==> src/rtl/srambank_pkg.sv <==
// srambank_pkg: shared geometry constants and bank decode helper for the SRAM bank front-end.
package srambank_pkg;
  localparam int NBANKS  = 4;
  localparam int BANK_AW = 10;
  localparam int DW      = 16;
  localparam int BW      = $clog2(NBANKS);
  localparam int ADDR_W  = BANK_AW + BW;
  typedef logic [BW-1:0] bank_idx_t;
  function automatic logic [NBANKS-1:0] onehot_bank(input bank_idx_t idx);
    return NBANKS'(1) << idx;
  endfunction
endpackage

==> src/rtl/srambank_rsp_fifo.sv <==
// srambank_rsp_fifo: first-word-fall-through response FIFO with occupancy count.
module srambank_rsp_fifo #(
  parameter int DW    = 16,
  parameter int DEPTH = 3
) (
  input  logic                         clk,
  input  logic                         rst_ni,
  input  logic                         push_i,
  input  logic [DW-1:0]                data_i,
  input  logic                         pop_i,
  output logic [DW-1:0]                data_o,
  output logic [$clog2(DEPTH+1)-1:0]   count_o
);
  localparam int CW = $clog2(DEPTH + 1);
  localparam int PW = (DEPTH > 1) ? $clog2(DEPTH) : 1;
  logic [DW-1:0] mem_q [DEPTH];
  logic [PW-1:0] wr_q, rd_q;
  logic [CW-1:0] count_q;
  function automatic logic [PW-1:0] inc(input logic [PW-1:0] p);
    return (p == PW'(DEPTH - 1)) ? '0 : p + 1'b1;
  endfunction
  always_ff @(posedge clk or negedge rst_ni) begin
    if (!rst_ni) begin
      mem_q   <= '{default: '0};
      wr_q    <= '0;
      rd_q    <= '0;
      count_q <= '0;
    end else begin
      if (push_i) begin
        mem_q[wr_q] <= data_i;
        wr_q        <= inc(wr_q);
      end
      if (pop_i) rd_q <= inc(rd_q);
      count_q <= count_q + CW'(push_i) - CW'(pop_i);
    end
  end
  assign data_o  = mem_q[rd_q];
  assign count_o = count_q;
endmodule

==> src/rtl/srambank_req_ctrl.sv <==
// srambank_req_ctrl: request decode onto shared SRAM bank lines and in-order read response return.
module srambank_req_ctrl
  import srambank_pkg::*;
#(
  parameter int RSP_DEPTH = 3
) (
  input  logic                 clk,
  input  logic                 reset_n,
  input  logic                 req_valid,
  output logic                 req_ready,
  input  logic [ADDR_W-1:0]    req_addr,
  input  logic                 req_write,
  input  logic [DW-1:0]        req_wdata,
  output logic                 rsp_valid,
  input  logic                 rsp_ready,
  output logic [DW-1:0]        rsp_data,
  output logic [BANK_AW-1:0]   bank_address,
  output logic [DW-1:0]        bank_wd,
  output logic [NBANKS-1:0]    bank_sel,
  output logic                 bank_read,
  output logic                 bank_write,
  input  logic [NBANKS*DW-1:0] bank_dataout
);
  localparam int CW = $clog2(RSP_DEPTH + 1);
  logic          fire, rd_pend_q, rd_pend_d;
  bank_idx_t     req_bank, rd_bank_q, rd_bank_d;
  logic [CW-1:0] fifo_count;
  logic [CW:0]   occupancy;
  // An in-flight read already owns a FIFO slot, so it counts toward occupancy.
  assign occupancy    = {1'b0, fifo_count} + (CW+1)'(rd_pend_q);
  assign req_ready    = reset_n && (occupancy < (CW+1)'(RSP_DEPTH));
  assign fire         = req_valid && req_ready;
  assign req_bank     = req_addr[ADDR_W-1:BANK_AW];
  assign bank_sel     = fire ? onehot_bank(req_bank) : '0;
  assign bank_read    = fire && !req_write;
  assign bank_write   = fire && req_write;
  assign bank_address = req_addr[BANK_AW-1:0];
  assign bank_wd      = req_wdata;
  assign rsp_valid    = fifo_count != '0;
  always_comb begin
    rd_pend_d = fire && !req_write;
    rd_bank_d = rd_pend_d ? req_bank : rd_bank_q;
  end
  always_ff @(posedge clk or negedge reset_n) begin
    if (!reset_n) begin
      rd_pend_q <= 1'b0;
      rd_bank_q <= '0;
    end else begin
      rd_pend_q <= rd_pend_d;
      rd_bank_q <= rd_bank_d;
    end
  end
  srambank_rsp_fifo #(.DW(DW), .DEPTH(RSP_DEPTH)) u_fifo (
    .clk     (clk),
    .rst_ni  (reset_n),
    .push_i  (rd_pend_q),
    .data_i  (bank_dataout[int'(rd_bank_q)*DW +: DW]),
    .pop_i   (rsp_valid && rsp_ready),
    .data_o  (rsp_data),
    .count_o (fifo_count)
  );
endmodule

==> config.mk <==
export PLATFORM = sky130hd
export DESIGN_NAME = srambank_req_ctrl
export DESIGN_NICKNAME = d
export VERILOG_FILES = /design/src/rtl/srambank_pkg.sv /design/src/rtl/srambank_rsp_fifo.sv /design/src/rtl/srambank_req_ctrl.sv
export SDC_FILE = /design/constraint.sdc
export NUM_CORES = 1
export LEC_CHECK = 0
export CAP_MARGIN = 40
export CORE_MARGIN = 8
export CORE_UTILIZATION = 43
export DETAILED_ROUTE_END_ITERATION = 10
export GPL_ROUTABILITY_DRIVEN = 0
export PLACE_DENSITY = 0.93
export SYNTH_ARGS = -nofsm -noshare
export SYNTH_HDL_FRONTEND = slang
export SYNTH_SLANG_ARGS = --single-unit
export TNS_END_PERCENT = 1
==> constraint.sdc <==
create_clock -name clk -period 2.09 [get_ports clk]
set_input_delay 0.627 -clock clk [delete_from_list [all_inputs] [get_ports clk]]
set_output_delay 0.627 -clock clk [all_outputs]
set_load 0.05 [all_outputs]
Word-level counts from Yosys, hierarchy flattened

Index checks and enable logic that the tools add are counted.

Register bits: 57
Output and inout port bits: 50
Word-level logic and storage cells: 40

Add/sub/neg operators: 5
Order comparisons: 4
Equal/unequal tests: 2
Shift operators: 2
Muxes and demuxes: 9
Bitwise logic cells: 2
Reductions and logical operators: 8

Operators with widths:

| operator                                           | count |
|---|---|
| indexed part select 64 x 7 -> 16 bit               | 1 |
| bitwise mux 48 bit                                 | 1 |
| 2-to-1 mux 16 bit                                  | 3 |
| binary-select mux 16 bit (select 2 bit)            | 1 |
| demux 16 bit (select 2 bit)                        | 1 |
| >= comparator 3 bit, second input constant         | 2 |
| logical AND 1 bit                                  | 6 |
| NOT 2 -> 3 bit                                     | 2 |
| adder 2 x 1 -> 2 bit, second input constant        | 2 |
| == test 2 bit, second input constant               | 2 |
| 2-to-1 mux 2 bit                                   | 2 |
| 2-to-1 mux 4 bit                                   | 1 |
| << shifter 1 x 2 -> 4 bit, first input constant    | 1 |
| adder 2 x 1 -> 3 bit                               | 1 |
| < comparator 3 x 1 -> 1 bit, second input constant | 1 |
| < comparator 3 x 2 -> 1 bit, second input constant | 1 |
| adder 2 x 1 -> 2 bit                               | 1 |
| nonzero test 2 bit                                 | 1 |
| subtractor 2 x 1 -> 2 bit                          | 1 |
| logical NOT 1 bit                                  | 1 |

Logic depth before layout (Yosys ltp)

Gate-level depths: netlist of run 1.

Depth in word-level cells: 6
Gate-level depth with buffers: 7

Modules after synthesis

Synthesis of run 1 repeated with hierarchy kept, for this count alone.

Cell total of the unflattened synthesis: 227
Area, all modules: 3,224.3 um2

Modules (own cells, without submodules):

| module            | times used | cells each | area an instance (um2) | seq. area each (um2) |
|---|---|---|---|---|
| srambank_rsp_fifo | 1          | 160        | 2,394.8                | 1,351.3 |
| srambank_req_ctrl | 1          | 67         | 829.5                  | 75.1 |

Worst setup path after synthesis of run 1

OpenSTA, ideal clock, no wires.

Path kind: register to output
Start point: reg rd_pend_q
End point: out bank_sel[1]
Arrival time: 2,288 ps
Slack: -825 ps
Cell stages (with the launch flop): 6
Path through: dfrtp_1 -> ha_1 -> ha_1 -> nand2_1 -> nand4_1 -> nor3b_1

Longest elaborated chain between the ends: 5

RTL lines:

| element                     | line                    | text |
|---|---|---|
| start: declaration          | srambank_req_ctrl.sv:25 | `logic fire, rd_pend_q, rd_pend_d;` |
| start signal: assignment    | srambank_req_ctrl.sv:49 | `rd_pend_q <= rd_pend_d;` |
| adder 2 x 1 -> 3 bit        | srambank_req_ctrl.sv:30 | `assign occupancy = {1'b0, fifo_count} + (CW+1)'(rd_pend_q);` |
| < comparator 3 x 2 -> 1 bit | srambank_req_ctrl.sv:31 | `assign req_ready = reset_n && (occupancy < (CW+1)'(RSP_DEPTH));` |
| logical AND 1 bit           | srambank_req_ctrl.sv:31 |  |
| logical AND 1 bit           | srambank_req_ctrl.sv:32 | `assign fire = req_valid && req_ready;` |
| 2-to-1 mux 4 bit            | srambank_req_ctrl.sv:34 | `assign bank_sel = fire ? onehot_bank(req_bank) : '0;` |
| end: declaration            | srambank_req_ctrl.sv:19 | `output logic [NBANKS-1:0] bank_sel,` |

Every way passes these cells.

Worst setup path after layout of run 1

Start point: reg rd_pend_q
End point: out bank_sel[3]

The elaborated chain is that of the path after synthesis.

==> reports/results.md, run 1 <==
| Metric | Value |
|:---|:---|
| Status | finished with violations |
| Violated checks | negative setup slack |
| Main combinational cell family by area after synthesis | multiplexers |
| Area of the die | 11,100 um^2 |
| Clock transition time at the flip-flop clock pins of the worst setup and hold paths | 60 ps |
| Unrepaired setup endpoints after global routing | yes |
| Total gr overflow | 0 |
| Least-Margin Pin Slew | 685 ps |
| Final Skew | 6.95 ps |
| Antenna diodes | 0 |
| TritonCTS clock tree | done |
| Yosys warnings | 0 |
| Area overhead of the layout relative to synthesis | 44.1% |
| Count of input and output buffers | 94 |
| Standard cell core area | 7730 um^2 |
| Largest net degree at the start of global routing | 56 |
| Final count of hold timing violations | 0 |
| Count of H-tree levels built during CTS | 3 |
| Netlist Area Pre-Place | 3420 um^2 |
| Synthesized netlist net count | 436 |
| Reg-to-Reg Start | u_fifo.count_o[0]$_DFF_PN0_ |
| Clock Path Buffers | 2 |
| Hold/Removal Path Class | in2async |
| Basic-gate share of the synthesized area counting and, or, nand and nor cells | 10.4% |
| Static leakage | 0.00225 uW |
| First-pass detailed-route iteration total | 4 |
| Largest driver fanout on the critical path | 3 |
| Average cell area after synthesis | 10.2 um^2 |
| Worst IR Drop VDD | 980 uV |
| PnR worst setup slack | -422 ps |
| Prevailing post-synth register cell | dfrtp_1 |
| Post-layout net count | 519 |
| Max-cap violation count | 0 |
| Fraction of synthesized area in multiplexers | 21.2% |
| Power density of the placed cells | 1710 nW/um^2 |
| Count of clock tree sinks | 57 |
| Max Slew Vio Count | 0 |
| Arrival time of the worst setup path | 1880 ps |
| Layout cells sized above 1 | 33.4% |
| Post-synthesis adder-cell area fraction | 1.46% |
| Fraction of the cycle the final worst path needs | 120% |
| Time the worst path needs with I/O delays and setup | 2510 ps |
| Maximum frequency from static timing analysis | 0.398 GHz |
| Drt initial violations | 77 |
| Netlist cell types | 28 |
| Share of Yosys cell area claimed by the top area cell type | 41.7% |
| Global router's overall resource usage | 15.7% |
| DP HPWL | 6320 um |
| Synthesis-stage register bit count | 57 |
| Critical path data required time | 1460 ps |
| Post-synthesis xor/xnor area fraction | 0.512% |
| Total clock buffers created by CTS | 9 |
| Initial core utilization | 44.3% |
| Origin of the worst setup path | rd_pend_q$_DFF_PN0_ |
| Post-synthesis cell type with the largest combined area | dfrtp_1 |
| Overall via count from detail_route | 2,699 |
| Number of antenna violations at the first check in global routing | 0 |
| Number of primary I/O pins | 147 |
| Sequential cell area fraction in the yosys report | 41.7% |
| Die height | 105 um |
| Antenna Nets Post-Route | 0 |
| Die outline width | 105 um |
| Type of element capturing the critical path | output port |
| Post-detailed-route DRC marker count | 0 |
| Wirelength per Cell | 16.2 um |
| Instance count of the mapped netlist | 335 |
| Number of enable-type register cells in the synthesized netlist | 0 |
| Worst slew margin relative to its limit | 54.3% |
| Routed vias/inst | 5.15 |
| Global-route wire length before repair | 14,000 um |
| Top cells by area in the synthesized netlist | dfrtp_1 (42%), mux2i_1 (14%), nand2_1 (7.2%) |
| Detailed Route WL | 8510 um |
| Via count of the first global-routing pass | 2,954 |
| Clock root buffer | clkbuf_8 |
| Setup-violating endpoint count in the final report | 21 |
| Core Util, Final | 63.7% |
| FP Rows | 32 |
| Type of the worst setup path | reg2out |
| Proportion of synthesized flip-flops having asynchronous set or reset | 100% |
| CP Launch Type | flip-flop |
| Insertion delay of the later-clocked pin in the worst-skew pair | 340 ps |
| Post-synthesis compound-gate area fraction | 12.9% |
| Hold Worst Slack | 252 ps |
-- report_power, final --
| part | internal (uW) | leakage [uW] | switching, uW | total, uW |
|---|---|---|---|---|
| Combinational | 2600 | 0.00148 | 2750 | 5350 |
| Clock | 605 | 0.000102 | 427 | 1030 |
| Sequential | 1650 | 0.000665 | 418 | 2070 |
| Total | 4850 | 0.00225 | 3590 | 8440 |
-- sequential cells by signal, indices dropped and copies added (netlist names) --
register        flops
rd_bank_q           2
rd_pend_q           1
u_fifo.count_o      2
u_fifo.mem_q       48
u_fifo.rd_q         2
u_fifo.wr_q         2
-- metrics by stage --
stage,setup TNS [ps],cell area [um^2],instances,setup slack (ps),total power [uW]
4_1_cts,-3050,4880,522,-409,8400
3_3_place_gp,-1360,4560,506,-328,6880
3_5_place_dp,-1540,4560,506,-357,7060
5_1_grt,-3950,4930,524,-465,8900
2_1_floorplan,-3840,3460,335,-350,5240
6_report,-2840,4930,524,-422,8440
-- routing by layer --
| metal | vias to the layer above | global-route usage, % | share of wire [%] |
|---|---|---|---|
| met3 | 31 | 5.65 | 7.0 |
| li1 | 1298 | - | - |
| met1 | 1268 | 17.4 | 42 |
| met2 | 102 | 25.9 | 49 |
| met4 | 0 | 7.95 | 2.5 |
| met5 | - | 0 | 0 |
-- cells in the mapped netlist, types with 2 or more instances --
cell / n
dfrtp_1: 57
nor2b_1: 2
buf_6: 5
mux2i_1: 48
mux2_2: 7
buf_2: 4
nor3b_1: 2
o21ai_2: 25
buf_12: 3
nand3b_1: 2
nor3_1: 2
buf_4: 28
o21ai_1: 22
inv_1: 7
xnor2_1: 2
and3_1: 2
nand4_1: 2
mux2_4: 11
o21ai_0: 21
ha_1: 4
nand2_1: 66
clkbuf_1: 7
-- placed cells by master (no fill, tap or decap), types with 2 or more instances in the layout --
| cell type | netlist | routed |
|---|---|---|
| o21ai_2 | 25 | 39 |
| inv_1 | 7 | 5 |
| inv_2 | 0 | 2 |
| nand3b_1 | 2 | 2 |
| mux2i_2 | 0 | 2 |
| clkbuf_8 | 0 | 11 |
| o21ai_0 | 21 | 6 |
| ha_1 | 4 | 2 |
| mux2i_1 | 48 | 46 |
| xnor2_1 | 2 | 2 |
| nand2_1 | 66 | 64 |
| dfrtp_2 | 0 | 2 |
| mux2_4 | 11 | 11 |
| mux2_2 | 7 | 7 |
| clkinv_2 | 0 | 2 |
| buf_4 | 28 | 19 |
| nand4_1 | 2 | 2 |
| buf_6 | 5 | 6 |
| buf_12 | 3 | 24 |
| dfrtp_1 | 57 | 55 |
| nor3b_4 | 0 | 2 |
| clkdlybuf4s50_1 | 0 | 69 |
| o21ai_1 | 22 | 22 |
-- cell families (layout without fill, tap and decap cells) --
group,count (synthesis),count (layout)
adder cells (fa/ha/maj),4,4
XOR/XNOR,2,2
multiplexers,66,66
AO/OA/AOI/OAI,69,69
AND/OR/NAND/NOR,82,82
flip-flops,57,57
buffers and inverters,55,142
-- critical path, stage by stage, from the launching register on --
cell and delay (ps):
dfrtp_1 390, ha_2 210, ha_4 280, nand2_4 40
and3_2 220, and4_2 260, buf_12 150
-- cell type report --
type	instances	area (um^2)
tap	102	128
clock buffer	12	155
timing repair buffer	120	1410
multi-input combinational	223	1730
sequential	57	1430
fill	576	2800
inverter	7	26.3
clock inverter	3	40.0
-- repair_timing --
item / in CTS / in global routing
buffers inserted: 1 / 1
hold buffers: 0 / 0
cloned: 0 / 0
resized for setup: 36 / 5
setup endpoints to repair: 23 / 23
pin swaps: 6 / 4
-- final timing paths --
path	cells past startpoint	endpoint	slack, ps
max in group asynchronous	3	u_fifo.rd_q[0]$_DFFE_PN0P_	990
max	6	bank_sel[3]	-420
min in group clk	2	u_fifo.mem_q[4]$_DFFE_PN0P_	470
max reg2reg	9	u_fifo.count_o[1]$_DFF_PN0_	250
min	2	rd_bank_q[1]$_DFFE_PN0P_	250
min reg2reg	2	u_fifo.mem_q[4]$_DFFE_PN0P_	470
Note: power is estimated with default switching activity, not from simulation.
==> inputs of run 2 (changes only) <==
--- a/config.mk
+++ b/config.mk
@@ -7,10 +7,10 @@
 export LEC_CHECK = 0
 export CAP_MARGIN = 40
 export CORE_MARGIN = 8
-export CORE_UTILIZATION = 43
+export CORE_UTILIZATION = 39
 export DETAILED_ROUTE_END_ITERATION = 10
 export GPL_ROUTABILITY_DRIVEN = 0
-export PLACE_DENSITY = 0.93
+export PLACE_DENSITY = 0.9
 export SYNTH_ARGS = -nofsm -noshare
 export SYNTH_HDL_FRONTEND = slang
 export SYNTH_SLANG_ARGS = --single-unit
==> constraint.sdc (replaced) <==
create_clock -name clk -period 2.3 [get_ports clk]
set_input_delay 0.69 -clock clk [delete_from_list [all_inputs] [get_ports clk]]
set_output_delay 0.69 -clock clk [all_outputs]
set_load 0.05 [all_outputs]
==> run 2 against run 1 <==
  * The run still ends with negative setup slack left
  * Non-clock buffer count shrank 3
  * First-iteration DRC count grew 53%
  * Clock skew shrank 3.4 ps
  * Critical path type unchanged
==> reports/results.md, run 2 (synthesis gave the netlist of run 1 again) <==
| Metric | Value | Change |
|:---|:---|:---|
| Arrival time of the worst setup path | 1880 ps | about the same |
| Area overhead of the layout relative to synthesis | 41.7% |  |
| Die outline width | 110 um | +4.2% |
| Flip-flop count of the largest register after layout | 48 | unchanged |
| Global-route wire length before repair | 14,100 um | +0.74% |
| Sum of negative setup slack | -1450 ps | +1390 ps |
| Clock Path Buffers | 2 | unchanged |
| FP Rows | 34 | +6.3% |
| Power density of the placed cells | 1580 nW/um^2 | -7.6% |
| Area of the die | 12,000 um^2 | +8.7% |
| Routed vias/inst | 5.07 | -1.6% |
| Max-cap violation count | 0 | unchanged |
| Highest-count cells in the layout ignoring fill and taps | clkdlybuf4s50_1 (69), nand2_1 (65), dfrtp_1 (57) |  |
| Count of H-tree levels built during CTS | 3 | unchanged |
| Antenna diodes | 0 | unchanged |
| CP Launch Type | flip-flop |  |
| Wirelength per Cell | 16.3 um | +0.15% |
| Most flops, register | u_fifo.mem_q |  |
| DP HPWL | 6770 um | +7.1% |
| Static leakage | 0.00221 uW | -1.4% |
| Worst slew margin relative to its limit | 44.0% | -10 points |
| Fraction of the cycle the final worst path needs | 112% |  |
| Commonest non-fill, non-tap cell in the layout | clkdlybuf4s50_1 |  |
| Slowest cell on crit path | dfrtp_1 |  |
| Global router's overall resource usage | 15.2% | -0.50 points |
| Final Skew | 3.60 ps | -3.36 ps |
| Standard cell core area | 8590 um^2 | +11% |
| Placed Area | 4540 um^2 | -0.33% |
| Violated checks | negative setup slack |  |
| Final Instance Area | 4850 um^2 | -1.6% |
| Largest driver fanout on the critical path | 3 | unchanged |
| Count of buffer and inverter cells on the critical path | 1 | unchanged |
| Time the worst path needs with I/O delays and setup | 2570 ps |  |
| Number of buffers inserted by hold repair at cts | 0 | unchanged |
| Antenna Nets Post-Route | 0 | unchanged |
| Number of primary I/O pins | 147 | unchanged |
| PnR worst setup slack | -273 ps | +149 ps |
| Via count of the first global-routing pass | 2,884 | -2.4% |
| Max Slew Vio Count | 0 | unchanged |
| Chain of cells forming the critical path | ha_2, ha_4, nand2_4, nand4_1, nor3b_2, buf_12 |  |
| Overall via count from detail_route | 2,676 | -0.85% |
| Largest net degree at the start of global routing | 58 | +3.6% |
| Count of input and output buffers | 94 | unchanged |
| Type of the worst setup path | reg2out |  |
| Number of antenna violations at the first check in global routing | 0 | unchanged |
| Detailed Route WL | 8590 um | +0.92% |
| Critical path data required time | 1610 ps | +150 ps |
| Worst IR Drop VDD | 776 uV | -21% |
| Hold/Removal Path Class | reg2reg |  |
| Least-Margin Pin Slew | 840 ps | +155 ps |
| Hold Worst Slack | 477 ps | +225 ps |
| First-pass detailed-route iteration total | 4 | unchanged |
| Count of clock tree sinks | 57 | unchanged |
| Clock transition time at the flip-flop clock pins of the worst setup and hold paths | 60 ps | about the same |
| Post-detailed-route DRC marker count | 0 | unchanged |
| Unrepaired setup endpoints after global routing | yes |  |
| Layout cells sized above 1 | 28.8% | -4.6 points |
| Maximum frequency from static timing analysis | 0.389 GHz |  |
| Die height | 110 um | +4.2% |
| Peak per-stage delay on the critical path | 390 ps | about the same |
| Initial core utilization | 39.8% | -4.5 points |
| Total gr overflow | 0 | unchanged |
| TritonCTS clock tree | done |  |
| Insertion delay of the later-clocked pin in the worst-skew pair | 340 ps | about the same |
| Post-layout net count | 516 | -0.58% |
| Setup-violating endpoint count in the final report | 7 | -67% |
| Total clock buffers created by CTS | 9 | unchanged |
| Type of element capturing the critical path | output port |  |
| Status | finished with violations |  |
| Final count of hold timing violations | 0 | unchanged |
| Kind of cell adding the most delay to the critical path | simple AND/OR/NAND/NOR gates |  |
| Clock root buffer | clkbuf_8 |  |
| Drt initial violations | 118 | +53% |
## run 2: changes by cell type in the layout (fill, tap and decap cells not counted), sizes merged
| cell | previous run | this run |
|---|---|---|
| bufinv | 1 | 3 |
| clkinvlp | 0 | 1 |
| clkbuf | 12 | 11 |
| buf | 51 | 48 |
| clkinv | 2 | 1 |
## run 2: worst paths after layout
check,start,end,slack [ps],cells past startpoint
worst min register to register,u_fifo.mem_q[43]$_DFFE_PN0P_,u_fifo.mem_q[43]$_DFFE_PN0P_,480,2
max in group asynchronous,reset_n,u_fifo.mem_q[2]$_DFFE_PN0P_,1290,2
worst min-delay path,u_fifo.mem_q[43]$_DFFE_PN0P_,u_fifo.mem_q[43]$_DFFE_PN0P_,480,2
worst max register to register,u_fifo.count_o[0]$_DFF_PN0_,rd_bank_q[1]$_DFFE_PN0P_,580,7
worst max-delay path,u_fifo.count_o[0]$_DFF_PN0_,bank_sel[2],-270,6
min in group asynchronous,reset_n,rd_bank_q[1]$_DFFE_PN0P_,520,2
## run 2: stage by stage
stage	setup slack (ps)	total power (uW)	util, %	std cells
finish	-273	7670	56.4	528
global route	-351	8090	56.4	528
CTS	-280	7720	56.3	528
detailed placement	-247	6470	52.9	510
global placement	-225	6320	52.9	510
floorplan	-314	4730	-	335
## run 2: where the power goes
group	total, uW	switching (uW)	internal [uW]
Clock	1140	395	747
Sequential	1840	347	1490
Combinational	4690	2440	2250
## run 2: cell type report
| type | count | area, um^2 |
|---|---|---|
| fill | 656 | 3750 |
| sequential | 57 | 1430 |
| tap | 108 | 135 |
| clock inverter | 5 | 103 |
| timing repair buffer | 117 | 1360 |
| multi-input combinational | 223 | 1650 |
| clock buffer | 11 | 141 |
| inverter | 7 | 26.3 |
## run 2: worst register-to-register path, stage by stage (launching register included)
cell	delay (ps)
dfrtp_1	390
ha_2	200
ha_4	270
nand2_4	50
buf_4	120
nand4_1	110
buf_4	140
mux2_2	330
## run 2: metal layers
metal / vias up / track usage, % / wire (um)
met1: 1239 / 16.0 / 3310
li1: 1291 / - / -
met3: 21 / 7.97 / 910
met4: 0 / 7.14 / 213
met5: - / 0 / 0
met2: 125 / 24.6 / 4150
## run 2: what timing repair did
| action | 4_1_cts | 5_1_grt |
|---|---|---|
| endpoints found under the setup margin | 13 | 20 |
| endpoints found under the hold margin | 0 | 0 |
| buffers inserted | 2 | 0 |
| pin swaps | 6 | 0 |
| resized for setup | 15 | 6 |
| gates cloned | 0 | 0 |
